[src/rtl/cpu_ctrl_pkg.sv]
// Shared types and field-slicing helpers for the CPU control sequencer.
// Holds the state and opcode enums, default widths, and constant functions
// that locate the opcode / A / B fields inside an instruction word.
package cpu_ctrl_pkg;

    localparam int unsigned DEF_OP_W    = 2;
    localparam int unsigned DEF_REG_AW  = 3;
    localparam int unsigned DEF_INSTR_W = DEF_OP_W + 2 * DEF_REG_AW;
    localparam int unsigned DEF_PC_W    = 8;

    typedef enum logic [3:0] {
        ST_IDLE   = 4'd0,
        ST_FETCH  = 4'd1,
        ST_DECODE = 4'd2,
        ST_READ   = 4'd3,
        ST_EXEC   = 4'd4,
        ST_WAIT   = 4'd5,
        ST_WB     = 4'd6,
        ST_WB2    = 4'd7,
        ST_NEXT   = 4'd8,
        ST_HALT   = 4'd9
    } state_e;

    typedef enum logic [1:0] {
        OP_ONE  = 2'd0,
        OP_ADD  = 2'd1,
        OP_SUB  = 2'd2,
        OP_SWAP = 2'd3
    } op_e;

    // MSB of the opcode field (top of the word)
    function automatic int unsigned op_msb(input int unsigned instr_w);
        return instr_w - 1;
    endfunction

    // MSB of register field A (sits directly above field B)
    function automatic int unsigned field_a_msb(input int unsigned reg_aw);
        return 2 * reg_aw - 1;
    endfunction

    // MSB of register field B (bottom of the word)
    function automatic int unsigned field_b_msb(input int unsigned reg_aw);
        return reg_aw - 1;
    endfunction

endpackage

[src/rtl/instr_decode.sv]
// Combinational instruction field extraction and HALT detection.
// Ports:
//   instr_i   - latched instruction word
//   op_o      - opcode field
//   ra_o      - register field A
//   rb_o      - register field B
//   is_halt_o - word equals the HALT encoding (overrides the opcode)
module instr_decode
    import cpu_ctrl_pkg::*;
#(
    parameter int unsigned          INSTR_W    = DEF_INSTR_W,
    parameter int unsigned          OP_W       = DEF_OP_W,
    parameter int unsigned          REG_AW     = DEF_REG_AW,
    parameter logic [INSTR_W-1:0]   HALT_INSTR = {INSTR_W{1'b1}}
) (
    input  logic [INSTR_W-1:0] instr_i,
    output logic [OP_W-1:0]    op_o,
    output logic [REG_AW-1:0]  ra_o,
    output logic [REG_AW-1:0]  rb_o,
    output logic               is_halt_o
);

    localparam int unsigned OP_MSB = op_msb(INSTR_W);
    localparam int unsigned A_MSB  = field_a_msb(REG_AW);
    localparam int unsigned B_MSB  = field_b_msb(REG_AW);

    assign op_o      = instr_i[OP_MSB -: OP_W];
    assign ra_o      = instr_i[A_MSB -: REG_AW];
    assign rb_o      = instr_i[B_MSB -: REG_AW];
    assign is_halt_o = (instr_i == HALT_INSTR);

endmodule

[src/rtl/cpu_ctrl_seq.sv]
// Fetch/decode/execute control sequencer.
// Ports:
//   clk, rst_n             - clock, async active-low reset
//   start                  - leaves IDLE when high (sampled only in IDLE)
//   imem_req/valid/data    - instruction fetch handshake, pc = fetch address
//   alu_op, ra_addr,
//   rb_addr                - registered decoded fields
//   rf_rd_en               - register read strobe
//   alu_start/done/zero    - ALU launch pulse and variable-latency completion
//   rf_wr_en/addr/sel      - register writeback (sel 1 = swap operand B)
//   flag_zero              - sticky zero flag
//   halted, state          - HALT indicator and debug state encoding
module cpu_ctrl_seq
    import cpu_ctrl_pkg::*;
#(
    parameter int unsigned        INSTR_W    = DEF_INSTR_W,
    parameter int unsigned        OP_W       = DEF_OP_W,
    parameter int unsigned        REG_AW     = DEF_REG_AW,
    parameter int unsigned        PC_W       = DEF_PC_W,
    parameter logic [INSTR_W-1:0] HALT_INSTR = {INSTR_W{1'b1}}
) (
    input  logic               clk,
    input  logic               rst_n,
    input  logic               start,
    output logic               imem_req,
    input  logic               imem_valid,
    input  logic [INSTR_W-1:0] imem_data,
    output logic [PC_W-1:0]    pc,
    output logic [OP_W-1:0]    alu_op,
    output logic [REG_AW-1:0]  ra_addr,
    output logic [REG_AW-1:0]  rb_addr,
    output logic               rf_rd_en,
    output logic               alu_start,
    input  logic               alu_done,
    input  logic               alu_zero,
    output logic               rf_wr_en,
    output logic [REG_AW-1:0]  rf_wr_addr,
    output logic               rf_wr_sel,
    output logic               flag_zero,
    output logic               halted,
    output logic [3:0]         state
);

    state_e              state_q, state_d;
    logic [PC_W-1:0]     pc_q, pc_d;
    logic [INSTR_W-1:0]  instr_q, instr_d;
    logic [OP_W-1:0]     op_q, op_d;
    logic [REG_AW-1:0]   ra_q, ra_d;
    logic [REG_AW-1:0]   rb_q, rb_d;
    logic                flag_zero_q, flag_zero_d;

    logic [OP_W-1:0]     dec_op;
    logic [REG_AW-1:0]   dec_ra;
    logic [REG_AW-1:0]   dec_rb;
    logic                dec_halt;
    logic                is_swap;

    instr_decode #(
        .INSTR_W    (INSTR_W),
        .OP_W       (OP_W),
        .REG_AW     (REG_AW),
        .HALT_INSTR (HALT_INSTR)
    ) u_decode (
        .instr_i   (instr_q),
        .op_o      (dec_op),
        .ra_o      (dec_ra),
        .rb_o      (dec_rb),
        .is_halt_o (dec_halt)
    );

    assign is_swap = (op_q == OP_W'(OP_SWAP));

    // State register
    always_ff @(posedge clk or negedge rst_n) begin
        if (!rst_n) state_q <= ST_IDLE;
        else        state_q <= state_d;
    end

    // Next-state logic
    always_comb begin
        state_d = state_q;
        case (state_q)
            ST_IDLE:   if (start) state_d = ST_FETCH;
            ST_FETCH:  if (imem_valid) state_d = ST_DECODE;
            ST_DECODE: state_d = dec_halt ? ST_HALT : ST_READ;
            ST_READ:   state_d = ST_EXEC;
            ST_EXEC:   state_d = ST_WAIT;
            ST_WAIT:   if (alu_done) state_d = ST_WB;
            ST_WB:     state_d = is_swap ? ST_WB2 : ST_NEXT;
            ST_WB2:    state_d = ST_NEXT;
            ST_NEXT:   state_d = ST_FETCH;
            ST_HALT:   state_d = ST_HALT;
            default:   state_d = ST_IDLE;
        endcase
    end

    // Strobes decoded from the current state only (no input-to-output path)
    always_comb begin
        imem_req   = 1'b0;
        rf_rd_en   = 1'b0;
        alu_start  = 1'b0;
        rf_wr_en   = 1'b0;
        rf_wr_addr = '0;
        rf_wr_sel  = 1'b0;
        halted     = 1'b0;
        case (state_q)
            ST_FETCH: imem_req  = 1'b1;
            ST_READ:  rf_rd_en  = 1'b1;
            ST_EXEC:  alu_start = 1'b1;
            ST_WB: begin
                rf_wr_en   = 1'b1;
                rf_wr_addr = ra_q;
            end
            ST_WB2: begin
                rf_wr_en   = 1'b1;
                rf_wr_addr = rb_q;
                rf_wr_sel  = 1'b1;
            end
            ST_HALT:  halted    = 1'b1;
            default:  ;
        endcase
    end

    // Datapath next values: instruction latch, decoded fields, flag, pc
    always_comb begin
        pc_d        = pc_q;
        instr_d     = instr_q;
        op_d        = op_q;
        ra_d        = ra_q;
        rb_d        = rb_q;
        flag_zero_d = flag_zero_q;
        if (state_q == ST_FETCH && imem_valid) instr_d = imem_data;
        if (state_q == ST_DECODE && !dec_halt) begin
            op_d = dec_op;
            ra_d = dec_ra;
            rb_d = dec_rb;
        end
        // SWAP produces no arithmetic result, so the flag is left alone
        if (state_q == ST_WAIT && alu_done && !is_swap) flag_zero_d = alu_zero;
        if (state_q == ST_NEXT) pc_d = pc_q + PC_W'(1);
    end

    // Datapath registers
    always_ff @(posedge clk or negedge rst_n) begin
        if (!rst_n) begin
            pc_q        <= '0;
            instr_q     <= '0;
            op_q        <= '0;
            ra_q        <= '0;
            rb_q        <= '0;
            flag_zero_q <= 1'b0;
        end else begin
            pc_q        <= pc_d;
            instr_q     <= instr_d;
            op_q        <= op_d;
            ra_q        <= ra_d;
            rb_q        <= rb_d;
            flag_zero_q <= flag_zero_d;
        end
    end

    assign pc        = pc_q;
    assign alu_op    = op_q;
    assign ra_addr   = ra_q;
    assign rb_addr   = rb_q;
    assign flag_zero = flag_zero_q;
    assign state     = state_q;

endmodule

[config.mk]
export PLATFORM = sky130hd
export DESIGN_NAME = cpu_ctrl_seq
export DESIGN_NICKNAME = d
export VERILOG_FILES = /design/src/rtl/cpu_ctrl_pkg.sv /design/src/rtl/instr_decode.sv /design/src/rtl/cpu_ctrl_seq.sv
export SDC_FILE = /design/constraint.sdc
export NUM_CORES = 1
export LEC_CHECK = 0
export ABC_CLOCK_PERIOD_IN_PS = 1700
export CAP_MARGIN = 40
export CORE_MARGIN = 2
export CORE_UTILIZATION = 40
export CTS_BUF_LIST = sky130_fd_sc_hd__clkbuf_4
export DETAILED_ROUTE_END_ITERATION = 8
export PLACE_DENSITY = 0.72
export SLEW_MARGIN = 20
export SYNTH_ARGS = -nofsm -noshare
export SYNTH_HDL_FRONTEND = slang
export SYNTH_HIERARCHICAL = 1
export SYNTH_SLANG_ARGS = --single-unit
[constraint.sdc]
create_clock -name clk -period 1.7 [get_ports clk]
set_clock_uncertainty 0.15 [all_clocks]
set_input_delay 0.255 -clock clk [delete_from_list [all_inputs] [get_ports clk]]
set_output_delay 0.255 -clock clk [all_outputs]
set_load 0.01 [all_outputs]
Word-level counts from Yosys, hierarchy flattened

Cells that the tools add are included.

Register bits: 29
Bits of input ports: 14
Output and inout port bits: 30

$add $sub $neg: 1
Eq/ne operators: 14
Muxes and demuxes: 13
Reductions and logical operators: 9

Operator list:

| operator                                       | count |
|---|---|
| case mux 4 bit (10 select lines)               | 1 |
| two-way mux 4 bit                              | 5 |
| == test 4 x 3 -> 1 bit (second input constant) | 4 |
| adder 8 x 1 -> 8 bit (second input constant)   | 1 |
| == test 4 x 2 -> 1 bit (second input constant) | 2 |
| == test 4 bit (second input constant)          | 2 |
| == test 8 bit (second input constant)          | 1 |
| two-way mux 1 bit                              | 6 |
| != test 2 bit (second input constant)          | 3 |
| case mux 3 bit (2 select lines)                | 1 |
| == test 4 x 1 -> 1 bit (second input constant) | 1 |
| logical AND 1 bit                              | 4 |
| logical NOT 4 bit                              | 1 |
| AND reduction 3 bit                            | 1 |
| == test 2 bit (second input constant)          | 1 |
| logical NOT 1 bit                              | 2 |
| OR reduction 2 bit                             | 1 |

Longest topological paths before layout

Gate-level depths: netlist of the first run.

Depth after elaboration: 3
Gate-level depth with buffers: 5
Gate-level depth less buffers: 5

By module

The synthesis of the first run kept the hierarchy.

Modules (own cells, without submodules):

| module       | instances | cells an instance | area each (µm²) |
|---|---|---|---|
| cpu_ctrl_seq | 1         | 117               | 1397.6 |
| instr_decode | 1         | 11                | 76.3 |

Worst setup path after synthesis of the first run

No wires, ideal clock.

Kind: register -> register
Start: register state_q[1] (netlist: state[1])
End: register instr_q[6]
Library setup time: 0.128 ns
Arrival: 1.576 ns
Data required time: 1.422 ns
Setup slack: -0.154 ns
Cell stages (with the launch flop): 5
Path buffers: 1
Clock period less this slack: 1.854 ns
Cells stage by stage: dfrtp_1 > nand2b_4 > or4b_1 > buf_2 > mux2_1

Cells in the longest elaborated chain, start to end: 2

Ends and longest elaborated chain:

| item                   | line                | text |
|---|---|---|
| start, declared        | cpu_ctrl_seq.sv:44  | `state_e state_q, state_d;` |
| start signal, assigned | cpu_ctrl_seq.sv:76  | `else state_q <= state_d;` |
| == test 4 x 1 -> 1 bit | cpu_ctrl_seq.sv:132 | `if (state_q == ST_FETCH && imem_valid) instr_d = imem_data;` |
| logical AND 1 bit      | cpu_ctrl_seq.sv:132 |  |
| end signal, assigned   | cpu_ctrl_seq.sv:154 | `instr_q <= instr_d;` |
| end, declared          | cpu_ctrl_seq.sv:46  | `logic [INSTR_W-1:0] instr_q, instr_d;` |

No other way between the ends.
A chain may end at the register's enable or synchronous reset.

Worst setup path in the final report of the first run

Start: register state_q[1] (netlist: state[1])
End: register pc_q[5] (netlist: pc[5])

Cells in the longest elaborated chain, start to end: 1

Ends and longest elaborated chain:

| item                 | line                | text |
|---|---|---|
| == test 4 bit        | cpu_ctrl_seq.sv:140 | `if (state_q == ST_NEXT) pc_d = pc_q + PC_W'(1);` |
| end signal, assigned | cpu_ctrl_seq.sv:153 | `pc_q <= pc_d;` |
| end, declared        | cpu_ctrl_seq.sv:45  | `logic [PC_W-1:0] pc_q, pc_d;` |

No other way between the ends.

==> flow_results.xml, run 1 <==
<?xml version="1.0" encoding="UTF-8"?>
<metrics>
  <group name="run_status">
    <metric name="outcome" unit="">finished with violations</metric>
    <metric name="violations" unit="">negative setup slack</metric>
  </group>
  <group name="power_and_ir_drop">
    <metric name="clock_power_share" unit="%">9.9</metric>
    <metric name="p_per_area" unit="mW/mm²">1661</metric>
    <metric name="switching_power" unit="mW">1.560</metric>
    <metric name="p_leak" unit="nW">1.241</metric>
    <metric name="power_switching_share" unit="%">37.80</metric>
    <metric name="finalPower" unit="mW">4.126</metric>
    <metric name="seq_power_share" unit="%">29.3</metric>
    <metric name="power_frac_comb" unit="%">60.7</metric>
    <metric name="internal_power" unit="mW">2.566</metric>
    <metric name="vdd_ir_drop_max" unit="mV">0.7958</metric>
  </group>
  <group name="global_routing">
    <metric name="first_global_vias" unit="">1362</metric>
    <metric name="gr-total-overflow" unit="">0</metric>
    <metric name="grt_max_degree" unit="">30</metric>
    <metric name="gr-usage-all-layers" unit="%">20.28</metric>
    <metric name="global_route_wire_length_before_repair" unit="µm">6403</metric>
    <metric name="number_of_antenna_violations_at_the_first_check_in_global_routing" unit="">0</metric>
  </group>
  <group name="floorplanning">
    <metric name="die_width" unit="µm">64.70</metric>
    <metric name="die_y" unit="µm">64.70</metric>
    <metric name="initial_utilization" unit="%">40.87</metric>
    <metric name="floorplan.io_pins" unit="">44</metric>
    <metric name="placementRows" unit="">22</metric>
    <metric name="floorplan.core_area" unit="mm²">0.003606</metric>
    <metric name="design.die.area" unit="mm²">0.004186</metric>
  </group>
  <group name="sta">
    <metric name="timing.final.hold_violations" unit="">0</metric>
    <metric name="rsz0062_at_grt" unit="">yes</metric>
    <metric name="period_share" unit="%">109.7</metric>
    <metric name="final-setup-viol-count" unit="">27</metric>
    <metric name="timing.slew.headroom" unit="%">74.91</metric>
    <metric name="fin_worst_hold_slack" unit="ps">151.0</metric>
    <metric name="post-route-worst-setup-slack" unit="ps">-165.3</metric>
    <metric name="period_minus_slack" unit="ps">1865</metric>
    <metric name="max_slew.worst_pin.slew" unit="ps">376.3</metric>
    <metric name="max_freq" unit="MHz">536.1</metric>
    <metric name="timing.final.max_slew_violations" unit="">0</metric>
    <metric name="totalNegativeSetupSlack" unit="ps">-1695</metric>
  </group>
  <group name="setup_path">
    <metric name="cpMaxStageDelayCell" unit="">sky130_fd_sc_hd__or4b_4</metric>
    <metric name="crit_path_start" unit="">state[1]</metric>
    <metric name="path_cells" unit="">buf_6 -&gt; or4b_4 -&gt; nor3_4 -&gt; xor2_1</metric>
    <metric name="cp_slowest_stage_delay" unit="ps">580</metric>
    <metric name="worstPathArrival" unit="ps">1950</metric>
    <metric name="critical_path.top_delay_family" unit="">simple AND/OR/NAND/NOR gates</metric>
    <metric name="crit_path_start_kind" unit="">flop</metric>
    <metric name="reg2reg_slack" unit="ps">-170</metric>
    <metric name="worst-path-buf-inv" unit="">1</metric>
    <metric name="worst_ep_required_time" unit="ps">1780</metric>
    <metric name="startpoint_of_the_most_critical_register_to_register_path" unit="">state[1]</metric>
    <metric name="setup.worst_path.end_class" unit="">flop</metric>
    <metric name="reg2reg_depth" unit="">4</metric>
    <metric name="setup.worst_path.class" unit="">flop to flop</metric>
    <metric name="worstPathMaxFanout" unit="">6</metric>
    <metric name="crit-reg2reg-capture" unit="">pc[5]</metric>
  </group>
  <group name="route">
    <metric name="totalWireLength" unit="µm">4103</metric>
    <metric name="routed_length_per_instance" unit="µm">16.41</metric>
    <metric name="ant_nets" unit="">0</metric>
    <metric name="num_vias" unit="">1288</metric>
    <metric name="drtIter0Drc" unit="">89</metric>
    <metric name="viasPerCell" unit="">5.152</metric>
    <metric name="remaining_drc_errors" unit="">0</metric>
    <metric name="drt_pass1_iterations" unit="">6</metric>
  </group>
  <group name="layout">
    <metric name="final_cell_count_no_fill" unit="">250</metric>
    <metric name="post-route-cell-area" unit="mm²">0.002484</metric>
    <metric name="num_antenna_cells" unit="">0</metric>
    <metric name="area.growth.synth_to_final" unit="%">68.51</metric>
    <metric name="most_frequent_cells_in_the_layout" unit="">26 x sky130_fd_sc_hd__dfrtp_1, 25 x sky130_fd_sc_hd__buf_4, 21 x sky130_fd_sc_hd__clkdlybuf4s50_1</metric>
    <metric name="final_common_cell" unit="">sky130_fd_sc_hd__dfrtp_1</metric>
    <metric name="layout.core_utilization" unit="%">68.88</metric>
    <metric name="final_net_count" unit="">216</metric>
    <metric name="layout.filler_cells" unit="">273</metric>
    <metric name="final_layout_size_suffix_gt1_share" unit="%">49.50</metric>
  </group>
  <group name="place">
    <metric name="place_worst_setup_slack" unit="ps">-265.6</metric>
    <metric name="post_dp_cell_area" unit="mm²">0.002049</metric>
    <metric name="portBuffers" unit="">43</metric>
    <metric name="dp.cells" unit="">225</metric>
    <metric name="place_hpwl" unit="µm">2535</metric>
    <metric name="gp_congestion" unit="">0.8018</metric>
  </group>
  <group name="yosys">
    <metric name="synth-seq-area-share" unit="%">49.24</metric>
    <metric name="synthCells" unit="">128</metric>
    <metric name="synth-edff-count" unit="">0</metric>
    <metric name="postSynth.asyncResetShare" unit="%">100.0</metric>
    <metric name="mappedNetlistArea" unit="mm²">0.001474</metric>
    <metric name="postSynthAreaPerCell" unit="µm²">11.51</metric>
    <metric name="yosys_cell_types" unit="">35</metric>
    <metric name="synth-seq-cells" unit="">29</metric>
    <metric name="syn_nets" unit="">143</metric>
    <metric name="synth_flop_cell" unit="">sky130_fd_sc_hd__dfrtp_1</metric>
    <metric name="number_of_warnings_issued_by_yosys" unit="">6</metric>
  </group>
  <group name="clock_tree">
    <metric name="cts_hold_buffers" unit="">0</metric>
    <metric name="numCtsBuffers" unit="">5</metric>
    <metric name="clockBufferDepth" unit="">2</metric>
    <metric name="clock_insertion_delay_worst_skew" unit="ps">330</metric>
    <metric name="cts_max_level" unit="">2</metric>
    <metric name="clk_pin_slew" unit="ps">100</metric>
    <metric name="tritoncts_clock_tree" unit="">built</metric>
    <metric name="cts-root-buf" unit="">sky130_fd_sc_hd__clkbuf_4</metric>
    <metric name="cts.sinks" unit="">29</metric>
  </group>
  <group name="min_path">
    <metric name="hold_path.class" unit="">input pin to async pin</metric>
  </group>
  <group name="flow_run">
    <metric name="max_cap_violations" unit="">0</metric>
  </group>
</metrics>
## layout make-up
class / count / area (µm²) / area share, %
Clock buffer: 5 / 37.54 / 1.511
Clock inverter: 3 / 17.52 / 0.7053
Inverter: 3 / 11.26 / 0.4534
Multi-Input combinational cell: 81 / 864.6 / 34.81
Sequential cell: 29 / 729.5 / 29.37
Tap cell: 48 / 60.06 / 2.418
Timing Repair Buffer: 81 / 763.2 / 30.73
## routing by layer
metal | global-route usage, % | part of all wire, % | vias to the layer above | routed length, µm
met5 | 0 | 0 | - | 0
met4 | 8.245 | 4.1 | 0 | 168
met3 | 5.382 | 5.1 | 16 | 209
met2 | 34.92 | 53 | 59 | 2165
met1 | 23.88 | 38 | 614 | 1559
li1 | - | - | 599 | -
## registers in the layout, indices dropped and copies added (netlist names)
register   cells
instr_q        8
pc             8
state          4
ra_addr        3
rb_addr        3
alu_op         2
flag_zero      1
## worst max-delay path by stage
| stage | slack [ps] | endpoint | depth (start not counted) |
|---|---|---|---|
| 4_1_cts | -120 | instr_q[7] | 4 |
| 6_report | -170 | pc[5] | 4 |
| 2_1_floorplan | -90 | instr_q[6] | 4 |
| 3_5_place_dp | -270 | rf_wr_addr[2] | 3 |
| 3_3_place_gp | -230 | instr_q[7] | 4 |
| 5_1_grt | -190 | pc[5] | 4 |
## worst register-to-register path: stages (launching register included)
cell and delay, ps:
sky130_fd_sc_hd__dfrtp_2 470, sky130_fd_sc_hd__buf_6 140, sky130_fd_sc_hd__or4b_4 580, sky130_fd_sc_hd__nor3_4 160, sky130_fd_sc_hd__xor2_1 260
## cell families after synthesis
| kind of cell | Yosys count | share of synthesized area (%) |
|---|---|---|
| XOR/XNOR | 7 | 4.160 |
| adder cells (fa/ha/maj) | 1 | 0.8488 |
| multiplexers | 20 | 15.03 |
| buffers and inverters | 18 | 6.961 |
| AND/OR/NAND/NOR | 41 | 17.83 |
| AO/OA/AOI/OAI | 12 | 5.943 |
| flip-flops | 29 | 49.24 |
## synthesized netlist by cell type (all sizes together), types with 3 or more instances
cell type | n | share of area [%]
buf | 12 | 5.4
clkbuf | 3 | 0.76
dfrtp | 29 | 49
inv | 3 | 0.76
mux2 | 17 | 13
mux2i | 3 | 2.0
nand2 | 8 | 2.0
nand2b | 4 | 2.2
nand4 | 4 | 1.7
nor2 | 6 | 1.5
nor3 | 5 | 1.7
nor4 | 5 | 4.2
xnor2 | 4 | 2.4
xor2 | 3 | 1.8
## repair_timing
action,CTS,global route
buffers inserted,15,3
endpoints found under the setup margin,45,44
pin swaps,7,16
gates resized for setup,70,44
## power groups by stage
stage / logic, mW / clock network, mW / registers (mW)
6_report: 2.50 / 0.410 / 1.21
5_1_grt: 2.66 / 0.456 / 1.25
4_1_cts: 2.14 / 0.421 / 1.20
3_5_place_dp: 1.73 / 0 / 1.27
3_3_place_gp: 1.68 / 0 / 1.25
2_1_floorplan: 0.955 / 0 / 1.28
No activity file was read; power rests on OpenSTA's default activity.
==> run 2, diff against run 1 <==
--- a/config.mk
+++ b/config.mk
@@ -10,6 +10,7 @@
 export CORE_MARGIN = 2
 export CORE_UTILIZATION = 40
 export CTS_BUF_LIST = sky130_fd_sc_hd__clkbuf_4
+export CTS_CLUSTER_SIZE = 12
 export DETAILED_ROUTE_END_ITERATION = 8
 export PLACE_DENSITY = 0.72
 export SLEW_MARGIN = 20
==> results of run 2 <==
Final layout, timing and power as in run 1 (identical DEF).
